File: src/rtl/cpu_pkg.sv
// Shared constants and the sequencer state type for the fetch PC logic.
package cpu_pkg;

    localparam int unsigned    PC_W_DEF     = 32;
    localparam logic [31:0]    RESET_PC_DEF = 32'h0000_0000;
    localparam int unsigned    PC_STEP      = 4;

    typedef enum logic [1:0] {
        BOOT = 2'd0,
        RUN  = 2'd1,
        PEND = 2'd2
    } seq_state_e;

endpackage

File: src/rtl/next_pc_mux.sv
// Combinational next-PC / pending-target selection for pc_redirect_sequencer.
// PC_ALIGN_CHECK_EN: masks target bits [1:0] and flags misaligned redirects.
module next_pc_mux
    import cpu_pkg::*;
#(
    parameter int unsigned PC_W = PC_W_DEF
) (
    input  seq_state_e      state_i,
    input  logic            stall_i,
    input  logic            br_taken_i,
    input  logic [PC_W-1:0] bta_i,
    input  logic            jmp_i,
    input  logic [PC_W-1:0] jta_i,
    input  logic [PC_W-1:0] pc_i,
    input  logic [PC_W-1:0] pc_plus_4_i,
    input  logic [PC_W-1:0] pend_i,
    output logic [PC_W-1:0] next_pc_o,
    output logic [PC_W-1:0] next_pend_o,
`ifdef PC_ALIGN_CHECK_EN
    output logic            misalign_o,
`endif
    output logic            accept_o
);

    logic [PC_W-1:0] target;

    // The branch sits in EX and is older than the jump in ID, so it wins.
    always_comb begin
        target = br_taken_i ? bta_i : jta_i;
`ifdef PC_ALIGN_CHECK_EN
        misalign_o  = 1'b0;
        if (state_i == RUN && (br_taken_i || jmp_i) && target[1:0] != 2'b00) begin
            misalign_o = 1'b1;
        end
        target[1:0] = 2'b00;
`endif
    end

    always_comb begin
        next_pc_o   = pc_i;
        next_pend_o = pend_i;
        accept_o    = 1'b0;
        unique case (state_i)
            RUN: begin
                if (br_taken_i || jmp_i) begin
                    accept_o = 1'b1;
                    if (stall_i) begin
                        next_pend_o = target;
                    end else begin
                        next_pc_o = target;
                    end
                end else if (!stall_i) begin
                    next_pc_o = pc_plus_4_i;
                end
            end
            PEND: begin
                if (!stall_i) begin
                    next_pc_o = pend_i;
                end
            end
            default: ;
        endcase
    end

endmodule

File: src/rtl/pc_redirect_sequencer.sv
// Fetch PC owner: sequential/branch/jump selection, stalled-redirect buffering, IF/ID flush.
// PC_ALIGN_CHECK_EN adds misalign_o and forces redirect targets word-aligned.
module pc_redirect_sequencer
    import cpu_pkg::*;
#(
    parameter int unsigned     PC_W     = PC_W_DEF,
    parameter logic [PC_W-1:0] RESET_PC = PC_W'(RESET_PC_DEF)
) (
    input  logic            clk,
    input  logic            rst_n,
    input  logic            stall_i,
    input  logic            br_taken_i,
    input  logic [PC_W-1:0] bta_i,
    input  logic            jmp_i,
    input  logic [PC_W-1:0] jta_i,
    output logic [PC_W-1:0] pc_o,
    output logic [PC_W-1:0] pc_plus_4_o,
    output logic            fetch_valid_o,
    output logic            flush_o,
`ifdef PC_ALIGN_CHECK_EN
    output logic            misalign_o,
`endif
    output logic            redirect_pending_o
);

    seq_state_e      state_q, state_d;
    logic [PC_W-1:0] pc_q, pc_d;
    logic [PC_W-1:0] pend_q, pend_d;
    logic            flush_q;
    logic            accept;
`ifdef PC_ALIGN_CHECK_EN
    logic            mis_d, mis_q;
`endif

    assign pc_plus_4_o = pc_q + PC_W'(PC_STEP);

    next_pc_mux #(.PC_W(PC_W)) u_mux (
        .state_i     (state_q),
        .stall_i     (stall_i),
        .br_taken_i  (br_taken_i),
        .bta_i       (bta_i),
        .jmp_i       (jmp_i),
        .jta_i       (jta_i),
        .pc_i        (pc_q),
        .pc_plus_4_i (pc_plus_4_o),
        .pend_i      (pend_q),
        .next_pc_o   (pc_d),
        .next_pend_o (pend_d),
`ifdef PC_ALIGN_CHECK_EN
        .misalign_o  (mis_d),
`endif
        .accept_o    (accept)
    );

    always_comb begin
        state_d            = state_q;
        fetch_valid_o      = 1'b0;
        redirect_pending_o = 1'b0;
        unique case (state_q)
            BOOT: state_d = RUN;
            RUN: begin
                fetch_valid_o = 1'b1;
                if (accept && stall_i) begin
                    state_d = PEND;
                end
            end
            PEND: begin
                redirect_pending_o = 1'b1;
                if (!stall_i) begin
                    state_d = RUN;
                end
            end
            default: state_d = BOOT;
        endcase
    end

    always_ff @(posedge clk or negedge rst_n) begin
        if (!rst_n) begin
            state_q <= BOOT;
            pc_q    <= RESET_PC;
            pend_q  <= '0;
            flush_q <= 1'b0;
        end else begin
            state_q <= state_d;
            pc_q    <= pc_d;
            pend_q  <= pend_d;
            flush_q <= accept;
        end
    end

`ifdef PC_ALIGN_CHECK_EN
    always_ff @(posedge clk or negedge rst_n) begin
        if (!rst_n) begin
            mis_q <= 1'b0;
        end else begin
            mis_q <= mis_d;
        end
    end
    assign misalign_o = mis_q;
`endif

    assign pc_o    = pc_q;
    assign flush_o = flush_q;

endmodule

File: config.mk
export PLATFORM = sky130hd
export DESIGN_NAME = pc_redirect_sequencer
export DESIGN_NICKNAME = d
export VERILOG_FILES = /design/src/rtl/cpu_pkg.sv /design/src/rtl/next_pc_mux.sv /design/src/rtl/pc_redirect_sequencer.sv
export SDC_FILE = /design/constraint.sdc
export NUM_CORES = 1
export LEC_CHECK = 0
export CAP_MARGIN = 20
export CORE_ASPECT_RATIO = 0.5
export CORE_MARGIN = 10
export CORE_UTILIZATION = 40
export DETAILED_ROUTE_END_ITERATION = 16
export GPL_TIMING_DRIVEN = 1
export PLACE_DENSITY = 0.72
export SETUP_SLACK_MARGIN = 0.15
export SYNTH_ARGS = -nofsm -noshare
export SYNTH_HDL_FRONTEND = slang
export SYNTH_SLANG_ARGS = --single-unit
File: constraint.sdc
create_clock -name clk -period 2.4 [get_ports clk]
set_input_delay 0.36 -clock clk [delete_from_list [all_inputs] [get_ports clk]]
set_output_delay 0.36 -clock clk [all_outputs]
set_load 0.005 [all_outputs]
### After elaboration in Yosys (flattened, before gate mapping)

Index checks and enable logic that the tools add are counted.

| word-level totals | value |
|---|---|
| bits of input ports | 69 |
| word-level logic and storage cells | 30 |
| flip-flop bits (word level) | 67 |
| output and inout port bits | 67 |

| cells by class | value |
|---|---|
| eq/ne operators | 5 |
| reductions and logical operators | 7 |
| add/subtract/negate cells | 1 |
| muxes and demuxes | 13 |

Operators by type and width:

| cell | count |
|---|---|
| 2-to-1 mux 32 bit | 5 |
| one-hot mux 32 bit (2 select lines) | 1 |
| adder 32 x 3 -> 32 bit (second input constant) | 1 |
| != test 2 bit (second input constant) | 3 |
| one-hot mux 2 bit (3 select lines) | 1 |
| AND reduction 3 bit | 2 |
| 2-to-1 mux 1 bit | 4 |
| 2-to-1 mux 2 bit | 2 |
| == test 2 x 1 -> 1 bit (second input constant) | 1 |
| == test 2 bit (second input constant) | 1 |
| zero test 2 bit | 1 |
| AND reduction 2 bit | 1 |
| nonzero test 2 bit | 1 |
| logical AND 1 bit | 1 |
| logical OR 1 bit | 1 |

### Depth between registers and ports, before layout

| logic depth | value |
|---|---|
| depth in word-level cells | 6 |
| mapped depth | 9 |
| gate-level depth less buffers | 6 |

### Modules after synthesis

Synthesis repeated with hierarchy kept, for this count alone.

| unflattened totals | value |
|---|---|
| cells, all modules | 434 |
| area total of the unflattened synthesis | 4401.7 um^2 |

By module, submodules not included:

| module | sequential area each (um^2) | area an instance (um^2) | instances | cells an instance |
|---|---|---|---|---|
| pc_redirect_sequencer | 1676.6 | 2298.5 | 1 | 158 |
| next_pc_mux | 0.0 | 2103.3 | 1 | 276 |

### Worst setup path before layout

Ideal clock, no wire load.

| timing path | value |
|---|---|
| kind | register -> output |
| start point | register pc_q[14], in the netlist pc_o[14] |
| end point | output port pc_plus_4_o[24] |
| path slack | 0.414 ns |
| buffers on the path | 2 |
| data required time | 2.040 ns |
| stages on the path, launching flop included | 7 |
| arrival | 1.626 ns |
| cells stage by stage | dfrtp_1 > buf_2 > nand3_4 > or4_4 > buf_6 > nor2_2 > xor2_1 |

| on the way | value |
|---|---|
| word-level cells in the longest chain between the ends | 1 |

RTL lines:

| item | RTL line | source |
|---|---|---|
| start: declaration | pc_redirect_sequencer.sv:27 | `logic [PC_W-1:0] pc_q, pc_d;` |
| start signal: assignment | pc_redirect_sequencer.sv:85 | `pc_q <= pc_d;` |
| adder 32 x 3 -> 32 bit | pc_redirect_sequencer.sv:35 | `assign pc_plus_4_o = pc_q + PC_W'(PC_STEP);` |
| end: declaration | pc_redirect_sequencer.sv:17 | `output logic [PC_W-1:0] pc_plus_4_o,` |

Every way passes these cells.

### Final worst setup path

| timing path | value |
|---|---|
| start point | register pc_q[3], in the netlist pc_o[3] |
| end point | output port pc_plus_4_o[19] |

The elaborated chain is that of the path after synthesis.

==> results by group <==
Status
  – Status: finished, violations left
  – Failing checks: negative setup slack

Synthesis
  – Synth Area in Adders: 1.01%
  – Syn nets: around 670
  – Combinational family with the most area after synthesis: simple AND/OR/NAND/NOR gates
  – Register bit count reported by yosys: 67
  – Prevailing post-synth register cell: dfrtp_1
  – Synth warn: 0
  – Syn Inst Count: 593
  – Ys async rst share: 100%
  – Dominant cell by count in the synthesized netlist: nand2_1
  – Syn Std Cell Area: 4930 sq um
  – Synth unique cells: 66
  – Complex-gate fraction of the synthesized area: 23.3%
  – Yosys top cell by area: dfrtp_1
  – Synth top cells by count: 86 x nand2_1, 67 x dfrtp_1, 43 x o21ai_0
  – Syn Area/Cell: 8.32 sq um
  – Area share of the largest cell type after synthesis: about a third
  – Synth area leaders: dfrtp_1 34%, nand2_1 6.5%, mux2i_1 4.5%
  – Simple-gate share of the synthesized area: 25.4%
  – Number of enable flip-flop cells after synthesis: 0
  – Sequential cell area fraction in the yosys report: 34.0%
  – Mux share of post-synthesis cell area: 4.69%
  – XOR/XNOR Fraction of Synth Area: 4.97%

Die
  – Die area: ~17000 sq um
  – Die Span X: 177 um
  – Die Y-Extent: 98.5 um
  – Placeable Area: 11900 sq um
  – Initial core utilization: 41.3%
  – # IOs: 136
  – Row Count: 28

Setup path
  – Reg2Reg Setup Slack: -0.04 ns
  – Largest stage delay on the critical path: 0.40 ns
  – FF-to-FF path depth: 10
  – Crit path cell chain: buf_6, nand4_4, buf_6, buf_6, or3_4, nor3_4, xor2_1, buf_2
  – Crit path max fanout: 4
  – CP max stage cell: or3_4
  – Crit end category: primary output
  – Worst EP required: between 2 and 2.5 ns
  – Worst setup path endpoint: pc_plus_4_o[19]
  – Critical path origin: pc_o[3]
  – RR Startpoint: pc_o[3]
  – Critical path arrival: 2.16 ns
  – Crit path kind: register to primary output
  – Startpoint Class: register
  – Crit-path most repeated cell: buf_6
  – FF-to-FF End: pc_o[19]

Clock tree
  – CTS clk-pin slew, worst paths: 0.06 ns
  – CTS Buffer Depth: 2
  – TritonCTS clock tree: built
  – Skew-Pair Late Insertion Delay: 0.35 ns
  – Clock buffer count from CTS: 9
  – H-tree Lvls: 3
  – Root buf cell: clkbuf_16
  – CTS Hold Buffers Added: 0
  – CTS sink cnt: 67

Detailed routing
  – Drt via density: between 6 and 7
  – Wirelength per Cell: 22.5 um
  – Pre-antenna DRT Iters: 8
  – Final antenna-violating net count: 0
  – DRC: 0
  – 1st-iter DRT viols: around 810
  – Drt total wl: 22500 um
  – DR vias: just over 6000

Final layout
  – Synth-to-Final Area Change: 66.0%
  – Area of the multi-input gates: 3340 sq um
  – Sequential Area: 1680 sq um
  – Final instance area: 8190 sq um
  – Final nets: 904
  – Ant diodes: 0
  – Fraction of layout cells with a size suffix above 1: 31.3%
  – Fin cells: 1001
  – Fillers: 846

Timing
  – Final hold slack: about 0.035 ns
  – Final-report setup violation count: 10
  – Rel. slew slack: 60.8%
  – Tmin final: 2.52 ns
  – Final worst setup slack: -0.117 ns
  – Slew Limit Fails: 0
  – RSZ-0062 raised after global routing: yes
  – Clock skew: about 0.0053 ns
  – Final period util: 105%
  – Final hold vios: 0
  – TNS Setup: -0.477 ns
  – Worst-Margin Slew: approximately 0.6 ns
  – FMAX: 397 MHz

Global route
  – Grt total ovfl: 0
  – Initial antenna violation count: 0
  – GRT Total Usage: 22.9%
  – Vias in the first global route: 5698
  – Global-route wire length before repair: 32100 um
  – Largest net degree at the start of global routing: 68

Placed design
  – Placed Cells incl. Taps: 908
  – IO Port Bufs: around 140
  – Detailed placement HPWL: 14200 um
  – DP Area: 6880 sq um
  – Placer Congestion: 0.930

Pwr
  – Power per cell area: 1190 nW/um^2
  – Max VDD drop: 0.609 mV
  – P_leak: 3.55 nW
  – Power, Total: slightly below 10 mW

Flow run
  – MaxCap Viol Count: 0

Hold path
  – Hold Path Class: input pin to asynchronous set/reset pin
-- through the flow --
stage,worst slack [ns],utilization (%)
global placement,0.0101,57.6
global route,-0.167,68.6
floorplan,0.414,-
CTS,-0.0342,65.7
detailed placement,0.00331,57.6
finish,-0.117,68.6
-- power by group --
part / switching, mW / total (mW) / internal [mW]
Clock: 0.569 / 1.38 / 0.812
Combinational: 3.23 / 6.21 / 2.98
Sequential: 0.453 / 2.15 / 1.70
Total: 4.25 / 9.74 / 5.49
-- worst min-delay path by stage --
stage	end	slack, ns
after global placement	flush_o	0.42
after detailed placement	pend_q[6]	0.42
after global routing	pend_q[29]	0.08
final	pend_q[18]	0.04
after floorplan	flush_o	0.06
after CTS	pend_q[17]	0.06
-- flip-flops by register name, summed over array words and instances, names as in the netlist --
signal / cells
flush_o: 1
pc_o: 32
state_q: 2
pend_q: 32
-- metal layers --
metal	vias up	part of all wire, %	GRT usage [%]
li1	2663	-	-
met1	2940	39	27.8
met2	419	45	36.6
met3	100	11	8.38
met4	0	4.2	8.41
met5	-	0	0
-- area by class of cell --
type	instances	share of cell area, %
clock buffer	9	2.75
inverter	10	0.504
sequential	67	20.5
tap	165	2.52
multi-input combinational	454	40.7
timing repair buffer	289	32.1
clock inverter	7	0.947
-- cell usage in the layout (no fill, tap or decap), drive strengths merged, types with 5 or more instances in the layout --
cell / instances
o21ai: 43
and2: 5
and3: 6
a221oi: 7
inv: 10
nand2: 87
nand4: 18
a221o: 6
nor2: 29
nand3: 16
buf: 176
a21oi: 15
nor2b: 16
xnor2: 14
a31oi: 12
o221ai: 5
o31ai: 7
clkbuf: 11
o21a: 5
a21boi: 10
nand3b: 9
mux2i: 22
dfrtp: 67
nor4: 11
clkdlybuf4s50: 105
nor3: 11
xor2: 14
o211ai: 22
-- cell families after synthesis --
kind of cell / Yosys count
buffers and inverters: 72
AO/OA/AOI/OAI: 166
flip-flops: 67
XOR/XNOR: 28
AND/OR/NAND/NOR: 233
multiplexers: 23
adder cells (fa/ha/maj): 4
-- worst max-delay path, delay by kind of cell (launching register included) --
kind / cells / cell delay, ns
simple gates: 3 / 0.74
buf+inv: 4 / 0.52
flops: 1 / 0.38
xor+xnor: 1 / 0.17
-- timing repair --
item / CTS / global route
gates resized for setup: 157 / 43
setup endpoints to repair: 26 / 33
pin swaps: 36 / 29
buffers inserted: 50 / 27
No activity file was read; power rests on OpenSTA's default activity.
==> RTL edit (config.mk and constraints unchanged) <==
The package constant `PC_W_DEF` goes from 32 to 24.
--- a/src/rtl/cpu_pkg.sv
+++ b/src/rtl/cpu_pkg.sv
@@ -1,7 +1,7 @@
 // Shared constants and the sequencer state type for the fetch PC logic.
 package cpu_pkg;
 
-    localparam int unsigned    PC_W_DEF     = 32;
+    localparam int unsigned    PC_W_DEF     = 24;
     localparam logic [31:0]    RESET_PC_DEF = 32'h0000_0000;
     localparam int unsigned    PC_STEP      = 4;
 
Interface: changed (resized bta_i, jta_i, pc_o and pc_plus_4_o); port bits go from 136 to 104. The function was not compared with the original's and may differ.
==> RTL edit against the unedited design <==
  * Sequential power down 25%
  * Worst hold slack better by 140 ps
  * Clock power down 47%
  * Setup slack better by 170 ps
  * Cell area down 32%
  * Wire length down 43%
  * Sequential cell count down 16
  * Synthesized area down 27%
  * Power down 37%
  * Critical path type unchanged
  * Largest power group unchanged
==> RTL edit: results (changes against the unedited design) <==
outcome: complete, no violations (was complete, but fails checks)
post-synthesis sequential area ratio: 0.352 (was 0.340)
detailed-route via count: 3,885 (was 6,122)
VDD IR max: 540 µV (was 609 µV)
Synth cell types: 52 (was 66)
Hold Crit Class: in2async (unchanged)
post-synthesis compound-gate area fraction: 0.216 (was 0.233)
Port-buffer cells: 103 (was 135)
largest net degree at the start of global routing: 67 (was 68)
Final Skew: 6.95 ps (was 5.27 ps)
post-synthesis mux area share: 0.0811 (was 0.0469)
worst skew pair latency: 300 ps (was 350 ps)
Total Routing Usage GR: 0.176 (was 0.229)
Worst Path Arrival: 1980 ps (was 2160 ps)
H-tree levels: 2 (was 3)
Placed Area: 0.00497 mm² (was 0.00688 mm²)
gp weighted congestion: 0.864 (was 0.930)
number of global-route vias before repair: 3,670 (was 5,698)
WL/cell: 18.5 µm (was 22.5 µm)
DR iter-0 viols: 350 (was 808)
Synth area leaders: dfrtp_1 (35%), mux2i_1 (7.2%), nand2_1 (7.1%) (was dfrtp_1 (34%), nand2_1 (6.5%), mux2i_1 (4.5%))
nets: 628 (was 904)
Commonest cells post-synth: nand2_1 (69), dfrtp_1 (51), o21ai_0 (40), mux2i_1 (26), clkbuf_1 (22) (was nand2_1 (86), dfrtp_1 (67), o21ai_0 (43), buf_2 (27), clkbuf_1 (27))
CTS max path bufs: 2 (unchanged)
adder-cell share of the synthesized area: 0.0207 (was 0.0101)
share of cells above drive strength 1: 0.219 (was 0.313)
Lkg Pwr: 2.50 nW (was 3.55 nW)
Synth Area in XOR/XNOR: 0.0483 (was 0.0497)
TritonRoute pass-1 iters: 7 (was 8)
clock-pin slew on the worst setup and hold paths: 70 ps
slew margin rel.: 0.544 (was 0.608)
syn nets: 486 (was 666)
first-pass GRT wire length: 19.7 mm (was 32.1 mm)
HPWL Detailed: 8.77 mm (was 14.2 mm)
CTS buffer count: 5 (was 9)
CP max FO: 3 (was 4)
[RTL edit: cell count changes in the layout (fill, tap and decap cells not counted), sizes merged, moves of 11 or more]
cell | unedited run | this run
nand2 | 87 | 69
buf | 176 | 85
o211ai | 22 | 11
clkdlybuf4s50 | 105 | 83
nand4 | 18 | 7
dfrtp | 67 | 51
[RTL edit: layout make-up]
cell class | count | area, µm²
flip-flops and latches | 51 | 1280
clock inverters | 3 | 20.0
multi-input cells | 328 | 2330
clock buffers | 5 | 125
repair buffers | 175 | 1610
fillers | 725 | 3230
well taps | 117 | 146
inverters | 8 | 30.0
[RTL edit: layer usage]
layer	up-vias	global-route usage	share of wire
met2	162	0.293	0.48
met1	1877	0.227	0.43
li1	1829	-	-
met3	17	0.0473	0.075
met4	0	0.0350	0.011
met5	-	0	0
[RTL edit: per-stage QoR]
step                cells  setup slack, ps
CTS                   676             48.2
global placement      649              170
detailed placement    649             91.6
finish                687             55.7
floorplan             427              426
global route          687            -55.5
[RTL edit: worst paths after layout]
kind                       startpoint         endpoint  slack (ps)  cells past startpoint
max in group asynchronous       rst_n         pc_o[20]        1760                      2
max                           pc_o[8]  pc_plus_4_o[19]          60                      8
min in group clk           pend_q[13]       pend_q[13]         480                      2
max reg2reg                state_q[0]         pc_o[10]         290                      6
min reg2reg                pend_q[13]       pend_q[13]         480                      2
min                             rst_n       pend_q[23]         180                      2
[RTL edit: cells by family (layout without fill, tap and decap cells)]
kind of cell	Yosys count	count (layout)
xor+xnor	20	20
flops	51	51
compound gates	117	117
buf+inv	48	191
simple gates	156	156
fa+ha+maj	6	6
mux	29	29
[RTL edit: repair_timing]
| action | 4_1_cts | 5_1_grt |
|---|---|---|
| endpoints found under the hold margin | 0 | 0 |
| pin swaps | 15 | 16 |
| resized for setup | 60 | 41 |
| endpoints found under the setup margin | 18 | 15 |
| setup buffers | 19 | 11 |
[RTL edit: critical path, stage by stage, from the launching register on]
cell and delay (ps):
dfrtp_1 400, nand4_4 130, buf_6 150, nor4_4 310, buf_4 180, buf_6 90
nand4_1 120, xnor2_1 170, buf_2 130
[RTL edit: where the power goes]
group          internal (mW)  leakage, nW  total [mW]  switching, mW
registers               1.28        0.629        1.61          0.332
logic                   1.92         1.80        3.80           1.88
clock network          0.385       0.0658       0.728          0.343
total                   3.59         2.50        6.14           2.55
